### config.mk
export PLATFORM = sky130hd
export DESIGN_NAME = metaball_scan_ctrl
export DESIGN_NICKNAME = d
export VERILOG_FILES = /design/src/rtl/metaball_pkg.sv /design/src/rtl/metaball_field_acc.sv /design/src/rtl/metaball_scan_ctrl.sv
export SDC_FILE = /design/constraint.sdc
export NUM_CORES = 1
export LEC_CHECK = 0
export BUFFER_PORTS_ARGS = -buffer_cell sky130_fd_sc_hd__buf_4
export CORE_UTILIZATION = 53
export CTS_BUF_LIST = sky130_fd_sc_hd__clkbuf_8
export DETAILED_ROUTE_END_ITERATION = 6
export GPL_TIMING_DRIVEN = 0
export PLACE_DENSITY = 0.84
export SYNTH_ARGS = -nofsm -noshare
export SYNTH_HDL_FRONTEND = slang
export SYNTH_SLANG_ARGS = --single-unit
### constraint.sdc
create_clock -name clk -period 5.8 [get_ports clk]
set_clock_uncertainty 0.05 [all_clocks]
set_input_delay 0.87 -clock clk [delete_from_list [all_inputs] [get_ports clk]]
set_output_delay 0.87 -clock clk [all_outputs]
set_load 0.02 [all_outputs]
### src/rtl/metaball_pkg.sv
// Shared Q15 constants, scan FSM state type and fixed-point helpers for the
// metaball frame scheduler and its shading datapath.
package metaball_pkg;

    localparam int          FRAC_BITS = 15;
    localparam logic [31:0] Q15_ONE   = 32'h0000_8000;

    typedef enum logic [2:0] {
        S_IDLE,
        S_STROBE,
        S_WAIT,
        S_ACCUM,
        S_WRITE,
        S_MOVE
    } scan_state_t;

    function automatic logic [31:0] to_q15(input int v);
        return 32'(v) << FRAC_BITS;
    endfunction

endpackage

### src/rtl/metaball_field_acc.sv
// Serial saturating accumulator: one 32-bit unsigned addend per add_en cycle,
// clamping to all-ones on carry.
module metaball_field_acc (
    input  logic        clk,
    input  logic        rst,
    input  logic        clr_i,
    input  logic        add_en_i,
    input  logic [31:0] din_i,
    output logic [31:0] sum_o
);

    logic [31:0] sum_q, sum_d;
    logic [32:0] wide;

    // Once clamped, any further non-zero addend carries again, so the clamp is sticky.
    always_comb begin
        wide  = {1'b0, sum_q} + {1'b0, din_i};
        sum_d = sum_q;
        if (clr_i) begin
            sum_d = '0;
        end else if (add_en_i) begin
            sum_d = wide[32] ? 32'hFFFF_FFFF : wide[31:0];
        end
    end

    always_ff @(posedge clk) begin
        if (rst) begin
            sum_q <= '0;
        end else begin
            sum_q <= sum_d;
        end
    end

    assign sum_o = sum_q;

endmodule

### src/rtl/metaball_scan_ctrl.sv
// Per-frame raster scheduler: broadcasts pixel coordinates to the evaluator
// bank, gathers their contributions and writes one thresholded bit per pixel.
module metaball_scan_ctrl
    import metaball_pkg::*;
#(
    parameter int          N_BALLS = 3,
    parameter int          DISP_W  = 32,
    parameter int          DISP_H  = 64,
    parameter logic [31:0] THRESH  = Q15_ONE,
    parameter int          AW      = $clog2(DISP_W * DISP_H)
) (
    input  logic                   clk,
    input  logic                   rst,
    input  logic                   frame_tick,
    output logic                   ball_stb,
    output logic [31:0]            p_x,
    output logic [31:0]            p_y,
    input  logic [N_BALLS-1:0]     ball_vld,
    input  logic [32*N_BALLS-1:0]  ball_out,
    output logic                   mov_en,
    output logic                   fb_we,
    output logic [AW-1:0]          fb_addr,
    output logic                   fb_wdata,
    output logic                   busy,
    output logic                   frame_done,
    output logic                   overrun
);

    localparam int XW = (DISP_W  > 1) ? $clog2(DISP_W)  : 1;
    localparam int YW = (DISP_H  > 1) ? $clog2(DISP_H)  : 1;
    localparam int IW = (N_BALLS > 1) ? $clog2(N_BALLS) : 1;

    scan_state_t   state_q, state_d;
    logic [XW-1:0] x_q, x_d;
    logic [YW-1:0] y_q, y_d;
    logic [IW-1:0] idx_q, idx_d;
    logic          pending_q, pending_d;
    logic          guard_q;
    logic          overrun_q;
    logic [31:0]   px_q, py_q;
    logic          acc_clr, acc_add;
    logic [31:0]   acc_din, acc_sum;
    logic          last_x, last_pix;

    assign last_x   = (x_q == XW'(DISP_W - 1));
    assign last_pix = last_x && (y_q == YW'(DISP_H - 1));

    always_comb begin
        state_d = state_q;
        x_d     = x_q;
        y_d     = y_q;
        idx_d   = idx_q;
        acc_clr = 1'b0;
        acc_add = 1'b0;
        case (state_q)
            S_IDLE: begin
                x_d = '0;
                y_d = '0;
                if (frame_tick || pending_q) state_d = S_STROBE;
            end
            S_STROBE: begin
                acc_clr = 1'b1;
                idx_d   = '0;
                state_d = S_WAIT;
            end
            S_WAIT: begin
                // Completion flags from the previous pixel linger until the strobe lands.
                if (!guard_q && (&ball_vld)) state_d = S_ACCUM;
            end
            S_ACCUM: begin
                acc_add = 1'b1;
                if (idx_q == IW'(N_BALLS - 1)) state_d = S_WRITE;
                else                           idx_d   = idx_q + 1'b1;
            end
            S_WRITE: begin
                if (last_pix) begin
                    state_d = S_MOVE;
                end else begin
                    state_d = S_STROBE;
                    if (last_x) begin
                        x_d = '0;
                        y_d = y_q + 1'b1;
                    end else begin
                        x_d = x_q + 1'b1;
                    end
                end
            end
            S_MOVE:  state_d = S_IDLE;
            default: state_d = S_IDLE;
        endcase
    end

    // One request may queue behind the running frame; a second one is dropped.
    always_comb begin
        pending_d = (state_q != S_IDLE) ? (pending_q | frame_tick) : 1'b0;
    end

    always_comb begin
        acc_din = '0;
        for (int i = 0; i < N_BALLS; i++) begin
            if (idx_q == IW'(i)) acc_din = ball_out[32*i +: 32];
        end
    end

    always_ff @(posedge clk) begin
        if (rst) begin
            state_q   <= S_IDLE;
            x_q       <= '0;
            y_q       <= '0;
            idx_q     <= '0;
            pending_q <= 1'b0;
            guard_q   <= 1'b0;
            overrun_q <= 1'b0;
            px_q      <= '0;
            py_q      <= '0;
        end else begin
            state_q   <= state_d;
            x_q       <= x_d;
            y_q       <= y_d;
            idx_q     <= idx_d;
            pending_q <= pending_d;
            guard_q   <= (state_q == S_STROBE);
            overrun_q <= (state_q != S_IDLE) && frame_tick && pending_q;
            if (state_d == S_STROBE) begin
                px_q <= to_q15(int'(x_d));
                py_q <= to_q15(int'(y_d));
            end
        end
    end

    metaball_field_acc u_acc (
        .clk      (clk),
        .rst      (rst),
        .clr_i    (acc_clr),
        .add_en_i (acc_add),
        .din_i    (acc_din),
        .sum_o    (acc_sum)
    );

    assign ball_stb   = (state_q == S_STROBE);
    assign fb_we      = (state_q == S_WRITE);
    assign mov_en     = (state_q == S_MOVE);
    assign frame_done = (state_q == S_MOVE);
    assign busy       = (state_q != S_IDLE);
    assign overrun    = overrun_q;
    assign p_x        = px_q;
    assign p_y        = py_q;
    assign fb_addr    = AW'(y_q) * AW'(DISP_W) + AW'(x_q);
    assign fb_wdata   = fb_we && (acc_sum >= THRESH);

endmodule

==> impl_metrics.tcl, run 1 <==
set metrics [dict create \
    result_of_the_run "finished clean" \
    critical_path.endpoint_type "register" \
    die_height_um 101 \
    detail_route.iter0.violations 445 \
    worst-r2r-cell-count 17 \
    max_freq_mhz 203 \
    post_cts.repair.setup_buffers 0 \
    crit_required_ps 5970 \
    clk_pin_slew_ps 80 \
    post_synthesis_register_bit_count 62 \
    worst_hold_path.num_cells 2 \
    timing_hold_violations_final 0 \
    io_pins 184 \
    synth_cell_type_count 60 \
    capture_endpoint_of_the_worst_hold_path "overrun" \
    worst-setup-path-type "reg2reg" \
    cp_cell_sequence "inv_1 -> ha_1 -> clkbuf_1 -> nor2b_1 -> clkbuf_1 -> a22oi_1 -> o21ai_0 -> ha_1 -> nor2b_1 -> o211ai_1 -> a31oi_1 -> a31oi_1 -> o22ai_1 -> a311o_1 -> a21boi_2 -> buf_4 -> a21oi_1" \
    met3RoutedLength_um 1140 \
    timing.critical_path.from_type "register" \
    share_of_flip_flops_with_an_asynchronous_set_or_reset 0 \
    reg2reg_slack_ps 870 \
    critical-path-max-stage-delay_ps 450 \
    synth-edff-count 0 \
    clk_root_buffer_cell "clkbuf_8" \
    grt_usage 0.323 \
    number_of_global_route_vias_before_repair 5513 \
    route.final.wire_length_um 16700 \
    placed_cell_areas_um2 6570 \
    antenna_found_initial 0 \
    grt_pass1_wl_um 26200 \
    die_x_um 101 \
    pwr_per_cell_area_nw_per_um2 185 \
    timing.setup.tns_ps 0 \
    ant_nets 0 \
    initial_utilization 0.556 \
    holdBufCountCts 0 \
    setup_repair_after_global_routing_missed_its_margin "false" \
    routability_congestion_estimate_from_global_placement 0.919 \
    reg2reg_to "u_acc.sum_o[20]" \
    average_cell_area_after_synthesis_um2 7.29 \
    cp.arrival_ps 5100 \
    dieArea_um2 10300 \
    worstMarginPinSlew_ps 814 \
    critical_path.slowest_cell "nor2b_1" \
    finalInstanceArea_um2 6760 \
    clock_insertion_delay_worst_skew_ps 350 \
    final_worst_path_cycle_share 0.850 \
    top_layer "met4" \
    hp-class "reg2reg" \
    cp_max_fo 10 \
    drv_cap 0 \
    dominantRegCellSynth "dfxtp_1" \
    cts_max_level 3 \
    port_buffers 130 \
    ctsLongestPathBuffers 2 \
    area_growth_syn_to_layout_pct 29.1 \
    finalSetupViolCount 0 \
    peakVddDrop_v 0.000183 \
    ctsResizeCount 0 \
    drc_errors 0 \
    design.final.nets 1053 \
    met2_routed_length_um 8140 \
    maxSlewHeadroom 0.450 \
    clock_tree_from_tritoncts "done" \
    num_rows 35 \
    grt_overflow_total 0 \
    hold_path.startpoint "pending_q" \
    multi_input_area_um2 3550 \
    antenna_cells 0 \
    routed_wire_length_per_instance_um 16.0 \
    place.detailed.hpwl_um 13200 \
    yosysTopAreaCellShare 0.237 \
    leading_cell_types_by_total_area_after_synthesis "dfxtp_1 (24%), ha_1 (9.3%), buf_4 (8.2%)" \
    seqCellArea_um2 1240 \
    fin_hold_ws_ps 423 \
    drive_gt1_frac 0.237 \
    yosys_warnings 0 \
    synth-seq-area-share 0.237 \
    synthCells 718 \
    final_cell_mix "buf_4 (187), o21ai_0 (83), nand2_1 (82), a21oi_1 (82), dfxtp_1 (62)" \
    routed_via_density 5.67 \
    worstReg2RegStart "idx_q[0]" \
    synth.cell_area_um2 5240 \
    shortest_clock_period_the_worst_path_allows_after_layout_ps 4930 \
    core_area_um2 9420 \
    cts_sinks 62 \
    routed_metal_1_wire_length_um 7020 \
    cts-buffers-inserted 9 \
    grt_max_degree 13 \
    mostFrequentLayoutCell "buf_4" \
    power_leakage_uw 0.00327 \
    maxSlewViolCount 0 \
    drt_first_pass_iters 5 \
    nFillCells 774 \
    yosysTopAreaCell "dfxtp_1" \
    routed-via-count 5923 \
]
-- worst max-delay path, delay by kind of cell (launching register included) --
| kind | cells | cell delay, ps |
|---|---|---|
| AO/OA/AOI/OAI | 9 | 2210 |
| AND/OR/NAND/NOR | 2 | 620 |
| flip-flops | 1 | 340 |
| adder cells (fa/ha/maj) | 2 | 450 |
| buffers and inverters | 4 | 1120 |
-- area by class of cell --
type | count | area share
multi-input combinational | 595 | 0.525
sequential | 62 | 0.184
timing repair buffer | 130 | 0.144
buffer | 97 | 0.0857
tap | 129 | 0.0239
clock buffer | 11 | 0.0224
inverter | 16 | 0.00888
clock inverter | 5 | 0.00611
-- sequential cells by signal, indices dropped and copies added (netlist names), 2 cells and up --
register,cells
p_y,6
x_q,5
state_q,3
y_q,6
idx_q,2
p_x,5
u_acc.sum_o,32
-- metal layers --
metal / up-vias / track usage
met5: - / 0
met4: 0 / 0.136
met3: 36 / 0.0393
met2: 279 / 0.553
met1: 2745 / 0.411
li1: 2863 / -
-- cells in the mapped netlist, types with 2 or more instances --
cell type and number:
o21ai_0 83, a21oi_1 82, nand2_1 82, dfxtp_1 62
nor2_1 60, buf_4 57, ha_1 39, clkbuf_1 35
a22oi_1 25, xor2_1 18, inv_1 16, a21o_1 15
nand3_1 12, xnor2_1 11, o22a_1 10, nand4_1 8
a211oi_1 7, a31oi_1 6, and3_1 6, nor3_1 6
nor2b_1 5, nor4_1 5, a22o_1 4, buf_1 4
o211ai_1 4, o21a_1 4, o21ai_1 4, mux2_2 3
nand2b_1 3, o31a_1 3, a211o_1 2, a21oi_2 2
and2_1 2, mux2i_1 2, nand4b_1 2, nor4b_1 2
o21bai_1 2, o31ai_1 2, or2_2 2
-- power by group --
part           internal [uW]  switching (uW)  total (uW)
Combinational            173             239         412
Sequential               445            14.1         459
Clock                    182             195         378
Total                    800             449        1250
-- kinds of logic (layout without fill, tap and decap cells) --
family,count (synthesis),count (layout),share of synthesized area
flip-flops,62,62,0.237
other,1,53,0.000716
AND/OR/NAND/NOR,201,201,0.172
AO/OA/AOI/OAI,267,267,0.312
buffers and inverters,113,259,0.122
XOR/XNOR,29,29,0.0485
adder cells (fa/ha/maj),40,40,0.0970
multiplexers,5,5,0.0103
-- per-stage QoR --
step | std cells | util | setup WS (ps) | power [uW]
3_5_place_dp | 1029 | 0.698 | 1070 | 869
2_1_floorplan | 770 | - | 2160 | 737
4_1_cts | 1045 | 0.718 | 1020 | 1240
6_report | 1045 | 0.718 | 872 | 1250
3_3_place_gp | 1029 | 0.698 | 1180 | 858
5_1_grt | 1045 | 0.718 | 734 | 1310
-- worst max-delay path by stage --
stage | slack [ps] | cells past startpoint | end | startpoint
after floorplan | 2160 | 17 | u_acc.sum_o[1] | idx_q[0]
after global placement | 1180 | 17 | u_acc.sum_o[1] | idx_q[0]
after detailed placement | 1070 | 17 | u_acc.sum_o[1] | idx_q[0]
after CTS | 1020 | 17 | u_acc.sum_o[24] | idx_q[0]
after global routing | 730 | 16 | u_acc.sum_o[20] | idx_q[0]
final | 870 | 17 | u_acc.sum_o[20] | idx_q[0]
Note: power is estimated with default switching activity, not from simulation.
==> inputs of run 2 (changes only) <==
- CORE_UTILIZATION: 53 -> 47
- PLACE_DENSITY: 0.84 -> 0.79
- clock period: 5.8 -> 4.3 ns (I/O delays scaled with it)
==> run 2 against run 1 <==
First-iteration DRC count is 17% lower; worst hold slack got worse by 18 ps; cell count increased by 0.86%.
==> impl_metrics.tcl, run 2 (same netlist as run 1, synthesis figures left out) <==
set metrics [dict create \
    final_worst_path_cycle_share 0.939 \
    area_growth_syn_to_layout_pct 30.2 \
    critical_path.endpoint_type "register" \
    setup_repair_after_global_routing_missed_its_margin "false" \
    post_cts.repair.setup_buffers 0 \
    cell_family_with_the_largest_share_of_critical_path_delay "compound AO/OA/AOI/OAI gates" \
    ant_nets 0 \
    final_cell_mix "buf_4 (187), nand2_1 (82), a21oi_1 (82)" \
    drc_errors 0 \
    ctsLongestPathBuffers 2 \
    place.detailed.hpwl_um 11900 \
    die_x_um 108 \
    route.final.wire_length_um 14900 \
    finalSetupViolCount 0 \
    grt_overflow_total 0 \
    grt_usage 0.258 \
    pwr_per_cell_area_nw_per_um2 245 \
    clock_tree_from_tritoncts "done" \
    largest_register_ffs 32 \
    timing.critical_path.from_type "register" \
    cts_max_level 3 \
    io_pins 184 \
    hp-class "reg2reg" \
    power_leakage_uw 0.00333 \
    cts_sinks 62 \
    buf_inv_stages_crit_path 4 \
    drive_gt1_frac 0.257 \
    cp.arrival_ps 4220 \
    peakVddDrop_v 0.000173 \
    worst-setup-path-type "reg2reg" \
    core_area_um2 10800 \
    port_buffers 130 \
    die_height_um 108 \
    detail_route.iter0.violations 371 \
    cp_max_fo 10 \
    max_freq_mhz 248 \
    clock_insertion_delay_worst_skew_ps 360 \
    clk_root_buffer_cell "clkbuf_8" \
    cp_cell_sequence "inv_1 -> ha_2 -> buf_2 -> buf_2 -> a21oi_1 -> o21ai_0 -> ha_1 -> nand4_1 -> nor2_1 -> a22o_1 -> nor4_1 -> o22ai_1 -> a311o_1 -> a21boi_2 -> buf_4 -> a21oi_1" \
    maxSlewViolCount 0 \
    antenna_cells 0 \
    timing_hold_violations_final 0 \
    initial_utilization 0.483 \
    grt_pass1_wl_um 23500 \
    worstMarginPinSlew_ps 724 \
    antenna_found_initial 0 \
    critical-path-max-stage-delay_ps 390 \
    num_rows 38 \
    routed_via_density 5.40 \
    result_of_the_run "finished clean" \
    routability_congestion_estimate_from_global_placement 0.962 \
    grt_max_degree 13 \
    crit_required_ps 4480 \
    shortest_clock_period_the_worst_path_allows_after_layout_ps 4040 \
    routed-via-count 5694 \
    number_of_global_route_vias_before_repair 4978 \
    nFillCells 1046 \
    cts-buffers-inserted 9 \
    critical_path.slowest_cell "a311o_1" \
    mostFrequentLayoutCell "buf_4" \
    fin_hold_ws_ps 405 \
    clk_pin_slew_ps 80 \
    dieArea_um2 11600 \
    drt_first_pass_iters 5 \
    drv_cap 0 \
    design.final.nets 1051 \
    maxSlewHeadroom 0.515 \
    final_core_util 0.629 \
    routed_wire_length_per_instance_um 14.1 \
]
[run 2: path summary, 6_finish.rpt]
| kind | startpoint | end | slack (ps) | cells past startpoint |
|---|---|---|---|---|
| worst max register to register | idx_q[1] | u_acc.sum_o[27] | 260 | 16 |
| worst min register to register | pending_q | overrun | 410 | 2 |
| worst max-delay path | idx_q[1] | u_acc.sum_o[27] | 260 | 16 |
| worst min-delay path | pending_q | overrun | 410 | 2 |
[run 2: per-layer routing]
layer	vias to the layer above	GRT usage	wire length [um]
met2	228	0.424	6930
met4	0	0.0900	316
met3	23	0.0369	1020
met5	-	0	0
met1	2585	0.342	6640
li1	2858	-	-
[run 2: what timing repair did]
| item | in CTS | in global routing |
|---|---|---|
| resized for setup | 7 | 24 |
| endpoints found under the setup margin | 32 | 32 |
| hold buffers | 0 | 0 |
| cloned | 0 | 0 |
[run 2: layout make-up]
cell class / instances / area, um^2 / area share
Buffer: 95 / 589 / 0.0865
Multi-Input combinational cell: 595 / 3580 / 0.526
Clock buffer: 11 / 151 / 0.0222
Inverter: 16 / 60.1 / 0.00881
Timing Repair Buffer: 130 / 976 / 0.143
Clock inverter: 5 / 40.0 / 0.00587
Sequential cell: 62 / 1240 / 0.182
Tap cell: 140 / 175 / 0.0257
[run 2: worst register-to-register path, cell delays in order (launching register included)]
cell and delay, ps:
dfxtp_1 330, inv_1 80, ha_2 300, buf_2 280, buf_2 270, a21oi_1 130
o21ai_0 320, ha_1 370, nand4_1 200, nor2_1 70, a22o_1 200, nor4_1 220
o22ai_1 170, a311o_1 390, a21boi_2 240, buf_4 230, a21oi_1 90
[run 2: through the flow]
step	setup TNS, ps	cell area [um^2]	total power [uW]	setup slack, ps	instances
2_1_floorplan	0	5430	994	663	770
3_3_place_gp	-8140	6580	1160	-404	1040
3_5_place_dp	-9550	6580	1170	-371	1040
4_1_cts	0	6790	1660	3.95	1055
5_1_grt	0	6820	1760	30.7	1054
6_report	0	6820	1670	261	1054
[run 2: report_power, final]
group          switching, uW  total [uW]  internal, uW
combinational            314         548           234
clock                    258         503           244
sequential              17.7         617           600
==> inputs of run 3 (changes only) <==
- CORE_UTILIZATION: 47 -> 40
- PLACE_DENSITY: 0.79 -> 0.69
==> run 3 against run 2 <==
Clock power up 4.0%; worst hold slack better by 23 ps; non-clock buffer count down 1; count of clock-buffer cells in the layout up 1; setup slack worse by 46 ps; die area up 17%; register-to-register slack worse by 50 ps; combinational power about the same; cell count up 2.9%; global-route usage down 2.5 points; critical path depth up 1; routed wire length up 3.9%; critical endpoint is now u_acc.sum_o[22].
==> impl_metrics.tcl, run 3 (same netlist as run 1, synthesis figures left out) <==
set metrics [dict create \
    nFillCells 1262 \
    final_cells 1085 \
    cp.arrival_ps 4270 \
    crit_required_ps 4490 \
    result_of_the_run "finished clean" \
    routed_wire_length_per_instance_um 14.3 \
    design.final.nets 1050 \
    routed_metal_1_wire_length_um 6940 \
    placed_cells 1072 \
    shortest_clock_period_the_worst_path_allows_after_layout_ps 4080 \
    ant_nets 0 \
    worst-r2r-cell-count 17 \
    drive_gt1_frac 0.258 \
    cp_cell_sequence "inv_1 -> ha_2 -> buf_2 -> buf_2 -> a21oi_1 -> o21ai_1 -> ha_1 -> buf_2 -> a21oi_2 -> o21ai_1 -> a22o_1 -> nor4_1 -> o22ai_1 -> a311o_1 -> a21boi_2 -> buf_4 -> a21oi_1" \
    clk_pin_slew_ps 80 \
    hp-class "reg2reg" \
    grt_usage 0.233 \
    clock_insertion_delay_worst_skew_ps 360 \
    cts-buffers-inserted 9 \
    reg2reg_slack_ps 220 \
    port_buffers 130 \
    antenna_cells 0 \
    cp_max_fo 10 \
    maxSlewHeadroom 0.514 \
    antenna_found_initial 0 \
    route.final.wire_length_um 15500 \
    max_freq_mhz 245 \
    final_cell_mix "buf_4 (187), nand2_1 (82), a21oi_1 (81)" \
    cts_sinks 62 \
    clock_tree_from_tritoncts "done" \
    area_growth_syn_to_layout_pct 31.3 \
    final_worst_path_cycle_share 0.950 \
    post_cts.repair.setup_buffers 0 \
    drc_errors 0 \
    met2_routed_length_um 7100 \
    grt_overflow_total 0 \
    routed_via_density 5.15 \
    mostFrequentLayoutCell "buf_4" \
    crit_end "u_acc.sum_o[22]" \
    core_area_um2 12700 \
    hold_path.startpoint "pending_q" \
    die_x_um 116 \
    dieArea_um2 13500 \
    io_pins 184 \
    grt_pass1_wl_um 24600 \
    critical-path-top-cell-by-count "buf_2" \
    top_layer "met4" \
    worst-setup-path-type "reg2reg" \
    power_leakage_uw 0.00334 \
    number_of_global_route_vias_before_repair 5183 \
    worst_setup_path_startpoint "idx_q[1]" \
    drt_first_pass_iters 6 \
    die_height_um 116 \
    clk_root_buffer_cell "clkbuf_8" \
    cts_max_level 3 \
    critical-path-max-stage-delay_ps 390 \
    worstMarginPinSlew_ps 727 \
    grt_max_degree 13 \
    met3RoutedLength_um 1290 \
    routability_congestion_estimate_from_global_placement 0.925 \
    timing_hold_violations_final 0 \
    initial_utilization 0.413 \
    critical_path.endpoint_type "register" \
    drv_cap 0 \
    peakVddDrop_v 0.000105 \
    ctsLongestPathBuffers 2 \
    largest_register_ffs 32 \
    finalSetupViolCount 0 \
    timing.critical_path.from_type "register" \
    maxSlewViolCount 0 \
    reg2reg_to "u_acc.sum_o[22]" \
    routed-via-count 5592 \
    worstReg2RegStart "idx_q[1]" \
    holdBufCountCts 0 \
    detail_route.iter0.violations 504 \
    critical_path.slowest_cell "a311o_1" \
    final_core_util 0.543 \
    place.detailed.hpwl_um 12300 \
    num_rows 41 \
    pwr_per_cell_area_nw_per_um2 246 \
]
-- run 3: critical path, delay by kind of cell, from the launching register on --
kind | cells | cell delay (ps)
compound gates | 9 | 1750
fa+ha+maj | 2 | 590
buf+inv | 5 | 1040
flops | 1 | 330
simple gates | 1 | 190
-- run 3: cell type report --
class	instances	area, um^2	share of cell area
multi-input cells	595	3600	0.523
flip-flops and latches	62	1240	0.181
repair buffers	130	976	0.142
plain buffers	94	586	0.0852
well taps	172	215	0.0313
clock buffers	12	165	0.0240
inverters	16	60.1	0.00874
clock inverters	4	35.0	0.00510
-- run 3: through the flow --
| stage | setup TNS, ps | hold slack [ps] | setup slack [ps] | cell area, um^2 | power, uW |
|---|---|---|---|---|---|
| 6_report | 0 | 429 | 215 | 6870 | 1690 |
| 5_1_grt | -40.2 | 455 | -13.7 | 6870 | 1800 |
| 4_1_cts | 0 | 430 | 9.22 | 6840 | 1700 |
| 3_5_place_dp | -10700 | 418 | -378 | 6620 | 1170 |
| 3_3_place_gp | -11320 | 403 | -458 | 6620 | 1170 |
| 2_1_floorplan | 0 | 385 | 663 | 5430 | 994 |
-- run 3: worst min-delay path by stage --
stage / endpoint / cells after the start
after floorplan: overrun / 2
after global placement: overrun / 2
after detailed placement: overrun / 2
after CTS: overrun / 2
after global routing: overrun / 2
final: overrun / 2
-- run 3: timing repair --
item / 4_1_cts / 5_1_grt
gates cloned: 0 / 0
resized for setup: 7 / 26
setup endpoints to repair: 32 / 32
-- run 3: power breakdown --
group | total [uW] | internal, uW | switching, uW
Sequential | 618 | 600 | 17.9
Combinational | 551 | 235 | 317
Clock | 523 | 264 | 260
-- run 3: per-layer routing --
| layer | global-route usage | up-vias |
|---|---|---|
| li1 | - | 2850 |
| met1 | 0.311 | 2478 |
| met2 | 0.383 | 242 |
| met3 | 0.0472 | 22 |
| met4 | 0.0590 | 0 |
| met5 | 0 | - |
